$ cat src/rtl/cg_inverse_scan_table.sv
// Inverse CG scan table: builds table[pos] = idx from the forward scan,
// then answers registered position-to-index lookups.
module cg_inverse_scan_table #(
    parameter int NUM_POS = 64,
    parameter int IDX_W   = 7
) (
    input  logic             clk,
    input  logic             rst_n,
    input  logic             start,
    input  logic [1:0]       log2WidthInGroups,
    input  logic [1:0]       log2HeightInGroups,
    output logic             busy,
    output logic             done,
    input  logic             lkp_valid,
    input  logic [5:0]       lkp_pos,
    output logic             lkp_ready,
    output logic             rsp_valid,
    output logic [IDX_W-1:0] rsp_idx,
    output logic             rsp_err
);

    typedef enum logic [1:0] {IDLE, BUILD, READY} state_t;

    state_t             state_q, state_d;
    logic [1:0]         lw_q, lw_d, lh_q, lh_d;
    logic [IDX_W-1:0]   idx_q, idx_d;
    logic [3:0]         s_q, s_d;
    logic [2:0]         j_q, j_d;
    logic [NUM_POS-1:0] vld_q, vld_d;
    logic [IDX_W-1:0]   tbl_q [NUM_POS];
    logic [IDX_W-1:0]   tbl_d [NUM_POS];
    logic               done_q, done_d;
    logic               rsp_valid_q, rsp_valid_d;
    logic [IDX_W-1:0]   rsp_idx_q, rsp_idx_d;
    logic               rsp_err_q, rsp_err_d;

    logic [IDX_W-1:0]   n_last;
    logic [5:0]         wr_pos;
    logic [5:0]         diag_pos;
    logic [3:0]         jz, jmax, x4, y4;
    logic               last, accept;

    // Anti-diagonal walk of the 8x8 grid, direction alternating per diagonal
    always_comb begin
        jz   = {1'b0, j_q};
        jmax = (s_q < 4'd8) ? s_q : 4'd14 - s_q;
        x4   = '0;
        y4   = '0;
        if (s_q < 4'd8) begin
            if (!s_q[0]) begin
                x4 = s_q - jz;
                y4 = jz;
            end else begin
                x4 = jz;
                y4 = s_q - jz;
            end
        end else begin
            if (!s_q[0]) begin
                x4 = 4'd7 - jz;
                y4 = s_q - 4'd7 + jz;
            end else begin
                x4 = s_q - 4'd7 + jz;
                y4 = 4'd7 - jz;
            end
        end
        diag_pos = {x4[2:0], y4[2:0]};
    end

    always_comb begin
        n_last = IDX_W'(63);
        wr_pos = idx_q[5:0];
        if (lw_q == lh_q) begin
            case (lw_q)
                2'd0: begin
                    n_last = IDX_W'(0);
                    wr_pos = 6'd0;
                end
                2'd1: begin
                    n_last = IDX_W'(3);
                    wr_pos = {4'd0, idx_q[1], idx_q[1] ^ idx_q[0]};
                end
                2'd2: begin
                    n_last = IDX_W'(15);
                    wr_pos = {2'd0, idx_q[3], idx_q[1], idx_q[2], idx_q[0]};
                end
                default: begin
                    n_last = IDX_W'(63);
                    wr_pos = diag_pos;
                end
            endcase
        end
    end

    assign last   = (idx_q == n_last);
    assign accept = lkp_valid && (state_q == READY) && !start;

    always_comb begin
        state_d = state_q;
        if (start) begin
            state_d = BUILD;
        end else if (state_q == BUILD && last) begin
            state_d = READY;
        end
    end

    always_comb begin
        lw_d        = lw_q;
        lh_d        = lh_q;
        idx_d       = idx_q;
        s_d         = s_q;
        j_d         = j_q;
        vld_d       = vld_q;
        tbl_d       = tbl_q;
        done_d      = 1'b0;
        rsp_valid_d = 1'b0;
        rsp_idx_d   = '0;
        rsp_err_d   = 1'b0;
        if (start) begin
            lw_d  = log2WidthInGroups;
            lh_d  = log2HeightInGroups;
            vld_d = '0;
            idx_d = '0;
            s_d   = '0;
            j_d   = '0;
        end else if (state_q == BUILD) begin
            tbl_d[wr_pos] = idx_q;
            vld_d[wr_pos] = 1'b1;
            idx_d         = idx_q + IDX_W'(1);
            done_d        = last;
            if (j_q == jmax[2:0]) begin
                s_d = s_q + 4'd1;
                j_d = '0;
            end else begin
                j_d = j_q + 3'd1;
            end
        end
        if (accept) begin
            rsp_valid_d = 1'b1;
            rsp_err_d   = !vld_q[lkp_pos];
            rsp_idx_d   = vld_q[lkp_pos] ? tbl_q[lkp_pos] : '0;
        end
    end

    always_ff @(posedge clk) begin
        if (!rst_n) begin
            state_q     <= IDLE;
            lw_q        <= '0;
            lh_q        <= '0;
            idx_q       <= '0;
            s_q         <= '0;
            j_q         <= '0;
            vld_q       <= '0;
            done_q      <= 1'b0;
            rsp_valid_q <= 1'b0;
            rsp_idx_q   <= '0;
            rsp_err_q   <= 1'b0;
        end else begin
            state_q     <= state_d;
            lw_q        <= lw_d;
            lh_q        <= lh_d;
            idx_q       <= idx_d;
            s_q         <= s_d;
            j_q         <= j_d;
            vld_q       <= vld_d;
            done_q      <= done_d;
            rsp_valid_q <= rsp_valid_d;
            rsp_idx_q   <= rsp_idx_d;
            rsp_err_q   <= rsp_err_d;
        end
    end

    // Entries are qualified by vld_q, so the data array needs no reset
    always_ff @(posedge clk) begin
        tbl_q <= tbl_d;
    end

    always_comb begin
        busy      = (state_q == BUILD);
        lkp_ready = (state_q == READY);
        done      = done_q;
        rsp_valid = rsp_valid_q;
        rsp_idx   = rsp_idx_q;
        rsp_err   = rsp_err_q;
    end

endmodule

$ cat config.mk
export PLATFORM = sky130hd
export DESIGN_NAME = cg_inverse_scan_table
export DESIGN_NICKNAME = d
export VERILOG_FILES = /design/src/rtl/cg_inverse_scan_table.sv
export SDC_FILE = /design/constraint.sdc
export NUM_CORES = 1
export LEC_CHECK = 0
export CAP_MARGIN = 25
export CORE_AREA = 3 3 190 192
export CTS_CLUSTER_SIZE = 8
export DETAILED_ROUTE_END_ITERATION = 10
export DIE_AREA = 0 0 193 195
export DONT_BUFFER_PORTS = 1
export PLACE_DENSITY_LB_ADDON = 0.2
export RECOVER_POWER = 100
export SLEW_MARGIN = 20
export SYNTH_ARGS = -nofsm -noshare
export SYNTH_HDL_FRONTEND = slang
export SYNTH_SLANG_ARGS = --single-unit
export TNS_END_PERCENT = 20
$ cat constraint.sdc
create_clock -name clk -period 4.4 [get_ports clk]
set_input_delay 0.66 -clock clk [delete_from_list [all_inputs] [get_ports clk]]
set_output_delay 0.66 -clock clk [all_outputs]
set_load 0.05 [all_outputs]
==> results by group, run 1 <==
Status
  – Outcome: finished with violations
  – Violations in the final reports: max-capacitance violations, max-slew violations

Die
  – Chip width: just under 200 µm
  – Core area: around 35000 µm²
  – DIE AREA: between 30000 and 40000 µm²
  – Top-Level Pins: 26
  – Die height: 195 µm
  – Cell Rows: 68
  – Initial core utilization: 0.6308

Layout
  – Number of diodes: 0
  – Fin cells: between 1.5k and 2k
  – # nets final: 1311
  – Share of cells above drive strength 1: 0.2011
  – Final Instance Area: approximately 24000 µm²
  – Area delta synth->final: 11.18%

Clocking
  – Num CTS Buffers: slightly below 80
  – Postcts setup bufs: 0
  – CTS tree: yes
  – Clk slew on worst S/H paths: approximately 0.050 ns
  – Worst skew pair latency: approximately 0.59 ns
  – CTS H-Tree Depth: 3
  – Clock root cell: clkbuf_16
  – CTS Buffer Depth: 3
  – CTS resizes: 0
  – # clock sinks: 542
  – CTS Hold Bufs: 0

Synth
  – Average size of a mapped cell: between 15 and 20 µm²
  – Synthesized Nets: between 1k and 1.5k
  – Most frequent cells after synthesis: edfxtp_1, mux4_2, nor2_1, dfxtp_1, nand2_1
  – Area contributors post-synth: edfxtp_1, mux4_2, dfxtp_1
  – Asr flop ratio synth: 0
  – Synth top area share: 0.6174
  – Count leader, synth: edfxtp_1
  – Count of different cell masters after synthesis: 76
  – Area leader, netlist: edfxtp_1
  – Synth Flop Type: edfxtp_1
  – Synth Cell Area: about 22000 µm²
  – Post-synth EDFFs: approximately 450
  – Gate Count Post-Synth: ~1.3k
  – Yosys warns: 0
  – Yosys reg bits: 542
  – Register area share after synthesis: 0.7037

Worst setup path
  – FF-to-FF End: tbl_q[412]
  – Max incr delay on CP: approximately 0.73 ns
  – Critical-path maximum fanout: 16
  – Reg2reg path depth: 11
  – Worst Path Required: approximately 4.6 ns
  – Type of origin of the critical path: flip-flop
  – Setup Crit Path Kind: reg -> reg
  – Critical-path top delay cell: nor2_1
  – CP Cell Sequence: buf_4 > inv_1 > ha_1 > inv_1 > fa_1 > mux2i_1 > nor2_1 > a211oi_2 > or4_1 > nand3_2 > nor2_1
  – Crit end category: flip-flop
  – Reg2reg start: s_q[0]
  – Reg-to-reg slack, setup: 0.58 ns
  – Worst Path Arrival: between 4 and 5 ns

Drt
  – TritonRoute pass-1 iters: 5
  – Mean routed wirelength per cell: between 20 and 30 µm
  – Via-to-Cell Ratio: 6.672
  – Post-route DRC: 0
  – Drt first-iter violations: roughly 1.3k
  – DR vias: between 10k and 15k
  – Top layer reached by signal wires: met4
  – Total Routed Length: roughly 50000 µm
  – Antenna-violating nets left: 0
  – Wl on met1: approximately 20000 µm
  – Detail Route met2 WL: between 20000 and 25000 µm
  – Met3 routed WL: between 4000 and 5000 µm

Timing
  – Endpoints failing setup: 0
  – Fmax: around 260 MHz
  – Final Skew: 0.02453 ns
  – Period utilization: 0.8681
  – Pins Over Slew Limit: 73
  – Hold Violations, Final: 0
  – Setup_tns: 0 ns
  – Worst slew margin: -0.8999
  – Unrepaired setup endpoints after global routing: false
  – Slew @ Worst Pin: 2.850 ns
  – Final min period: 3.820 ns
  – Fin worst setup slack: around 0.58 ns

Run
  – Max-Cap Viols: 2

Placed design
  – Dpl hpwl: between 20000 and 30000 µm
  – Placed Instances: roughly 1.7k
  – GP Congestion: 0.8048
  – Post-Place Setup Slack: 0.7520 ns
  – Placed cell area: roughly 22000 µm²
  – PortBufs: 0

Power
  – Net Sw Frac: 0.1988
  – Cell internal pwr: between 8000 and 9000 µW
  – P_leak: between 0.007 and 0.008 µW
  – Sequential power share: 0.493
  – Combinational share of power: 0.030
  – Worst vdd ir: 0.0003109 V
  – PD cells: roughly 460 nW/µm²
  – Switch Pwr: 2225 µW
  – Power share of the clock group: 0.477
  – Pwr Total: 11200 µW

Hold path
  – Hold Path Cell Cnt: 1
  – Hold Crit Class: in -> reg
  – Hold Path Origin: rst_n
  – Hold endpoint: lw_q[1]

Global routing
  – First-pass GRT wire length: between 70000 and 80000 µm
  – Tot GR Track Use: 0.2703
  – Antenna violations before repair: 0
  – Largest net degree at the start of global routing: ~140
  – Vias in the first global route: roughly 12k
  – Grt total ovfl: 0
[cells by family (layout without fill, tap and decap cells)]
kind of cell	after synthesis	in the layout	synth area share
fa+ha+maj	7	7	0.004708
xor+xnor	15	15	0.006718
buf+inv	82	141	0.01860
simple gates	282	282	0.06839
flops	542	542	0.7037
mux	144	144	0.1376
compound gates	197	197	0.06029
[state kept, by name (all words and copies together), names as in the netlist, 2 cells and up]
name / count
tbl_q: 448
vld_q: 64
idx_q: 7
rsp_idx: 7
s_q: 4
j_q: 3
lh_q: 2
lw_q: 2
state_q: 2
[per-layer routing]
metal  vias up  track usage
li1       5071            -
met1      6104       0.4093
met2       638       0.4066
met3        84      0.05637
met4         0      0.08117
met5         -            0
[per-stage QoR]
| stage | util | hold slack, ns |
|---|---|---|
| finish | 0.7014 | 0.2195 |
| global route | 0.7014 | 0.2160 |
| CTS | 0.7037 | 0.1939 |
| detailed placement | 0.6407 | 0.4375 |
| global placement | 0.6402 | 0.4312 |
| floorplan | - | 0.4232 |
[layout make-up]
class / count / area (µm²)
well taps: 455 / 569.3
fillers: 2230 / 10310
repair buffers: 14 / 108.9
clock buffers: 113 / 2136
multi-input cells: 645 / 6000
flip-flops and latches: 542 / 15330
clock inverters: 4 / 42.54
inverters: 10 / 37.54
[cell usage in the layout (no fill, tap or decap), types with 4 or more instances in the layout]
master	Yosys	routed
nand2_1	88	88
mux4_2	124	124
clkbuf_16	0	80
o21ai_0	1	55
buf_4	8	12
nand2b_1	12	12
ha_1	5	5
xor2_1	7	7
a22oi_1	56	57
nand3_2	6	6
nand3_4	6	6
and2_1	4	4
a31oi_1	4	4
clkbuf_1	24	33
xnor2_1	6	6
edfxtp_1	448	448
nor2_1	104	102
nand3_1	5	5
dfxtp_1	94	94
nor3_1	4	4
mux2i_1	16	16
nand4_1	2	5
a21oi_1	38	38
nor4_1	8	8
nor2b_1	14	12
o21ai_1	61	11
inv_1	9	9
[worst max-delay path by stage]
stage / endpoint / startpoint / cells past startpoint
floorplan: tbl_q[10] / idx_q[1] / 8
global placement: tbl_q[15] / s_q[0] / 11
detailed placement: tbl_q[227] / s_q[0] / 11
CTS: tbl_q[406] / s_q[0] / 11
global route: tbl_q[148] / s_q[0] / 11
finish: tbl_q[412] / s_q[0] / 11
[power by group through the flow]
stage | logic, µW | clock network, µW | registers [µW]
5_1_grt | 353 | 5610 | 5520
2_1_floorplan | 310 | 0 | 5620
3_3_place_gp | 326 | 0 | 5620
4_1_cts | 335 | 5400 | 5520
6_report | 333 | 5340 | 5520
3_5_place_dp | 332 | 0 | 5620
[worst max-delay path: cells and delay by family (launching register included)]
family	cells	cell delay, ns
buffers and inverters	3	0.35
adders and majority gates	2	0.61
and+or+nand+nor	4	1.71
AOI/OAI and AO/OA	1	0.32
muxes	1	0.15
DFF	1	0.30
Power figures use the tool's default switching activity.
==> run 2: changes to the inputs <==
--- a/config.mk
+++ b/config.mk
@@ -5,7 +5,7 @@
 export SDC_FILE = /design/constraint.sdc
 export NUM_CORES = 1
 export LEC_CHECK = 0
-export CAP_MARGIN = 25
+export CAP_MARGIN = 20
 export CORE_AREA = 3 3 190 192
 export CTS_CLUSTER_SIZE = 8
 export DETAILED_ROUTE_END_ITERATION = 10
@@ -13,6 +13,7 @@
 export DONT_BUFFER_PORTS = 1
 export PLACE_DENSITY_LB_ADDON = 0.2
 export RECOVER_POWER = 100
+export SKIP_CTS_REPAIR_TIMING = 1
 export SLEW_MARGIN = 20
 export SYNTH_ARGS = -nofsm -noshare
 export SYNTH_HDL_FRONTEND = slang
==> run 2 against run 1 <==
The flow still finishes with violations (max-capacitance violations, max-slew violations); power up 0.55%; final cell count is 0.39% higher; sequential power is essentially flat; worst hold slack worse by 0.011 ns; non-clock buffer count down 1; sequential share of layout area down 0.066 points; final area rose by 0.10%; clock skew down 0.0052 ns; wire length is 0.56% lower; register-to-register slack worse by 0.08 ns; critical path depth did not move; core utilization up 0.072 points; highest routed layer unchanged.
==> results by group, run 2 (synthesis results as in run 1) <==
Timing
  – Final Skew: around 0.019 ns
  – Period utilization: 0.8854
  – Worst slew margin: -0.8857
  – Fmax: 256.7 MHz
  – Pins Over Slew Limit: 73
  – Final min period: 3.896 ns
  – Fin worst setup slack: a little over 0.5 ns
  – Setup_tns: 0 ns
  – Hold Violations, Final: 0
  – Endpoints failing setup: 0
  – Unrepaired setup endpoints after global routing: false
  – Slew @ Worst Pin: roughly 2.8 ns
  – Worst Hold Margin: 0.2081 ns

Worst setup path
  – Cell family with the largest share of critical-path delay: simple AND/OR/NAND/NOR gates
  – Reg-to-reg slack, setup: 0.50 ns
  – Worst Path Required: roughly 4.6 ns
  – FF-to-FF End: tbl_q[128]
  – Worst Path Arrival: about 4.1 ns
  – Crit end category: flip-flop
  – Max incr delay on CP: 0.71 ns
  – Stages on worst setup path: 11
  – Reg2reg path depth: 11
  – Worst setup path end: tbl_q[128]
  – Type of origin of the critical path: flip-flop
  – Critical-path top delay cell: nor2_1
  – Critical-path maximum fanout: 16
  – Critical path buffers and inverters: 3
  – Reg2reg start: s_q[0]
  – Critical path launch point: s_q[0]
  – CP Cell Sequence: buf_4 > inv_1 > ha_1 > inv_1 > fa_1 > mux2i_1 > nor2_1 > a211oi_1 > or4_1 > nand3_2 > nor2_1
  – Setup Crit Path Kind: reg -> reg

Global routing
  – Antenna violations before repair: 0
  – Tot GR Track Use: 0.2677
  – Vias in the first global route: between 10k and 15k
  – First-pass GRT wire length: around 75000 µm
  – Grt total ovfl: 0
  – Largest net degree at the start of global routing: 135

Layout
  – Filler Cells Inserted: ~2.2k
  – Max reg flops: 448
  – # nets final: between 1k and 1.5k
  – Number of diodes: 0
  – Area delta synth->final: 11.30%
  – Largest regs: tbl_q (448), vld_q (64)
  – Fin cells: about 1.8k
  – Share of cells above drive strength 1: 0.1993
  – Most common cell after layout, fill and taps aside: edfxtp_1
  – Most flops, register: tbl_q
  – Most frequent cells in the layout: edfxtp_1, mux4_2, nor2_1, dfxtp_1, nand2_1

Drt
  – Mean routed wirelength per cell: 27.03 µm
  – Drt first-iter violations: ~1.4k
  – Antenna-violating nets left: 0
  – TritonRoute pass-1 iters: 7
  – Post-route DRC: 0
  – Via-to-Cell Ratio: between 6 and 7
  – Total Routed Length: ~48000 µm
  – DR vias: 11.86k

Clocking
  – CTS tree: yes
  – CTS Buffer Depth: 3
  – CTS H-Tree Depth: 3
  – # clock sinks: around 540
  – Clk slew on worst S/H paths: ~0.050 ns
  – Num CTS Buffers: a little under 80
  – Clock root cell: clkbuf_16
  – Worst skew pair latency: around 0.59 ns

Die
  – Initial core utilization: 0.6308
  – Chip width: 193 µm
  – Core area: 34540 µm²
  – DIE AREA: roughly 38000 µm²
  – Die height: between 150 and 200 µm
  – Cell Rows: 68
  – Top-Level Pins: 26

Power
  – P_leak: approximately 0.0075 µW
  – Worst vdd ir: 0.0003347 V
  – PD cells: 464.2 nW/µm²

Status
  – Outcome: finished with violations
  – Violations in the final reports: max-capacitance violations, max-slew violations

Run
  – Max-Cap Viols: 2

Hold path
  – Hold Path Origin: rst_n
  – Hold Crit Class: in -> reg

Placed design
  – Dpl hpwl: between 20000 and 30000 µm
  – PortBufs: 0
  – Post-Place Setup Slack: 0.7391 ns
  – Placed Instances: roughly 1.7k
  – GP Congestion: just over 0.8
run 2: worst min path at each step:
stage                            to  slack [ns]  cells past startpoint
after detailed placement  vld_q[59]        0.44                      2
after global routing        lh_q[1]        0.20                      1
final                       lw_q[1]        0.21                      1
after floorplan           vld_q[12]        0.42                      2
after global placement    vld_q[59]        0.43                      2
after CTS                   lw_q[1]        0.19                      1
run 2: layout make-up:
cell class	count	area, µm²	area share
Multi-Input combinational cell	645	6000	0.2474
Timing Repair Buffer	13	93.84	0.003869
Tap cell	455	569.3	0.02347
Clock inverter	3	37.54	0.001548
Sequential cell	542	15330	0.6323
Inverter	10	37.54	0.001548
Clock buffer	122	2181	0.08992
run 2: through the flow:
step                      instance area [µm²]    util  total power, µW
final                                   24250  0.7021            11260
after global routing                    24250  0.7021            11540
after CTS                               24330  0.7045            11330
after detailed placement                22120  0.6402             5947
after global placement                  22120  0.6402             5942
after floorplan                         21790       -             5925
run 2: metal layers:
layer	GRT usage	share of wire	up-vias
met5	0	0	-
met1	0.4010	0.41	6058
met3	0.06391	0.088	86
li1	-	-	5077
met2	0.4022	0.47	642
met4	0.07849	0.023	0
run 2: report_power, final:
group | internal (µW) | switching [µW] | total [µW] | leakage, µW
clock network | 3360 | 2050 | 5410 | 0.00107
registers | 5510 | 13.0 | 5520 | 0.00466
logic | 152 | 178 | 330 | 0.00180
total | 9020 | 2240 | 11300 | 0.00753
==> run 3: changes to the inputs <==
--- a/config.mk
+++ b/config.mk
@@ -7,7 +7,6 @@
 export LEC_CHECK = 0
 export CAP_MARGIN = 20
 export CORE_AREA = 3 3 190 192
-export CTS_CLUSTER_SIZE = 8
 export DETAILED_ROUTE_END_ITERATION = 10
 export DIE_AREA = 0 0 193 195
 export DONT_BUFFER_PORTS = 1
==> run 3 against run 2 <==
The run still ends with max-capacitance violations, max-slew violations left; clock skew fell by 0.0050 ns; via count fell by 2.3%; clock power fell by 19%; critical endpoint is now tbl_q[15].
==> results by group, run 3 (synthesis results as in run 1) <==
Status
  – Outcome: finished with violations
  – Violations in the final reports: max-capacitance violations, max-slew violations

Clocking
  – Clk slew on worst S/H paths: ~0.060 ns
  – # clock sinks: roughly 540
  – Num CTS Buffers: 52
  – CTS tree: yes
  – Worst skew pair latency: ~0.6 ns
  – CTS Buffer Depth: 3
  – Clock root cell: clkbuf_16
  – CTS H-Tree Depth: 2

Hold path
  – Hold Path Cell Cnt: 1
  – Hold Crit Class: in -> reg
  – Hold Path Origin: rst_n
  – Hold endpoint: lw_q[0]

Drt
  – Mean routed wirelength per cell: 26.44 µm
  – TritonRoute pass-1 iters: 5
  – Post-route DRC: 0
  – DR vias: between 10k and 15k
  – Total Routed Length: approximately 47000 µm
  – Via-to-Cell Ratio: roughly 6.6
  – Antenna-violating nets left: 0
  – Drt first-iter violations: roughly 1.3k

Die
  – Cell Rows: approximately 70
  – Core area: 34540 µm²
  – Chip width: between 150 and 200 µm
  – Die height: 195 µm
  – Top-Level Pins: 26
  – DIE AREA: 37640 µm²
  – Initial core utilization: 0.6308

Layout
  – Post-layout util: 0.6866
  – Area delta synth->final: 8.837%
  – Share of cells above drive strength 1: 0.2014
  – Largest regs: tbl_q (448), vld_q (64)
  – Most common cell after layout, fill and taps aside: edfxtp_1
  – Fin cells: 1761
  – # nets final: about 1.3k
  – Most flops, register: tbl_q
  – Number of diodes: 0
  – Most frequent cells in the layout: edfxtp_1, mux4_2, nor2_1, dfxtp_1, nand2_1
  – Max reg flops: 448

Power
  – P_leak: between 0.007 and 0.008 µW
  – PD cells: around 430 nW/µm²
  – Worst vdd ir: 0.0003342 V

Worst setup path
  – FF-to-FF End: tbl_q[15]
  – Worst Path Required: 4.63 ns
  – Worst Path Arrival: 4.11 ns
  – Critical-path maximum fanout: 16
  – Setup Crit Path Kind: reg -> reg
  – Crit end category: flip-flop
  – Reg2reg path depth: 11
  – Reg-to-reg slack, setup: approximately 0.5 ns
  – Reg2reg start: s_q[0]
  – Type of origin of the critical path: flip-flop

Global routing
  – Tot GR Track Use: 0.2584
  – First-pass GRT wire length: roughly 70000 µm
  – Largest net degree at the start of global routing: 135
  – Antenna violations before repair: 0
  – Vias in the first global route: ~11k
  – Grt total ovfl: 0

Timing
  – Unrepaired setup endpoints after global routing: false
  – Period utilization: 0.8835
  – Slew @ Worst Pin: 2.797 ns
  – Fmax: about 260 MHz
  – Setup_tns: 0 ns
  – Endpoints failing setup: 0
  – Hold Violations, Final: 0
  – Worst Hold Margin: ~0.2 ns
  – Final Skew: between 0.01 and 0.015 ns
  – Final min period: 3.887 ns
  – Pins Over Slew Limit: between 70 and 80
  – Worst slew margin: -0.8648

Placed design
  – Dpl hpwl: around 27000 µm
  – Placed Instances: 1665
  – GP Congestion: 0.8048
  – PortBufs: 0

Run
  – Max-Cap Viols: 2
==> run 3: cell types whose count changed in the layout (fill, tap and decap cells not counted), moves of 2 or more <==
cell	delta
clkinv_2	+13
bufinv_16	+4
clkbuf_16	-27
clkbuf_8	+3
clkinvlp_2	+2
clkinvlp_4	+3
clkbuf_1	-32
clkinv_1	+6
==> run 3: how the worst max path moves through the flow <==
| stage | from | endpoint | slack, ns |
|---|---|---|---|
| 2_1_floorplan | idx_q[1] | tbl_q[10] | 1.17 |
| 3_3_place_gp | s_q[0] | tbl_q[15] | 0.86 |
| 3_5_place_dp | s_q[0] | tbl_q[15] | 0.74 |
| 4_1_cts | s_q[0] | tbl_q[18] | 0.73 |
| 5_1_grt | s_q[0] | tbl_q[130] | 0.25 |
| 6_report | s_q[0] | tbl_q[15] | 0.51 |
==> run 3: metrics by stage <==
step	area [µm²]	power [µW]	setup WS, ns
final	23720	10200	0.5126
after global routing	23720	10490	0.2515
after CTS	23800	10270	0.7347
after detailed placement	22120	5947	0.7391
after global placement	22120	5942	0.8627
after floorplan	21790	5925	1.169
==> run 3: worst max-delay path, cell delays in order, from the launching register on <==
cell and delay [ns]:
dfxtp_1 0.31, buf_4 0.20, inv_1 0.08, ha_1 0.18
inv_1 0.07, fa_1 0.43, mux2i_1 0.15, nor2_1 0.05
a211oi_1 0.42, or4_1 0.36, nand3_2 0.56, nor2_1 0.69
==> run 3: power by group <==
group          switching (µW)  total [µW]  internal [µW]
Sequential               12.8        5510           5490
Clock                    1840        4370           2530
Combinational             174         326            152
Total                    2030       10200           8170
==> run 3: final cells by class <==
cell class	count	area, µm²
timing repair buffer	13	93.84
sequential	542	15330
multi-input combinational	645	5997
clock inverter	30	257.7
inverter	10	37.54
clock buffer	66	1426
tap	455	569.3
fill	2278	10830
==> run 3: per-layer routing <==
layer | vias up | track usage | part of all wire
met4 | 0 | 0.06081 | 0.022
met5 | - | 0 | 0
li1 | 5019 | - | -
met2 | 613 | 0.3850 | 0.47
met3 | 85 | 0.06104 | 0.097
met1 | 5876 | 0.3980 | 0.41
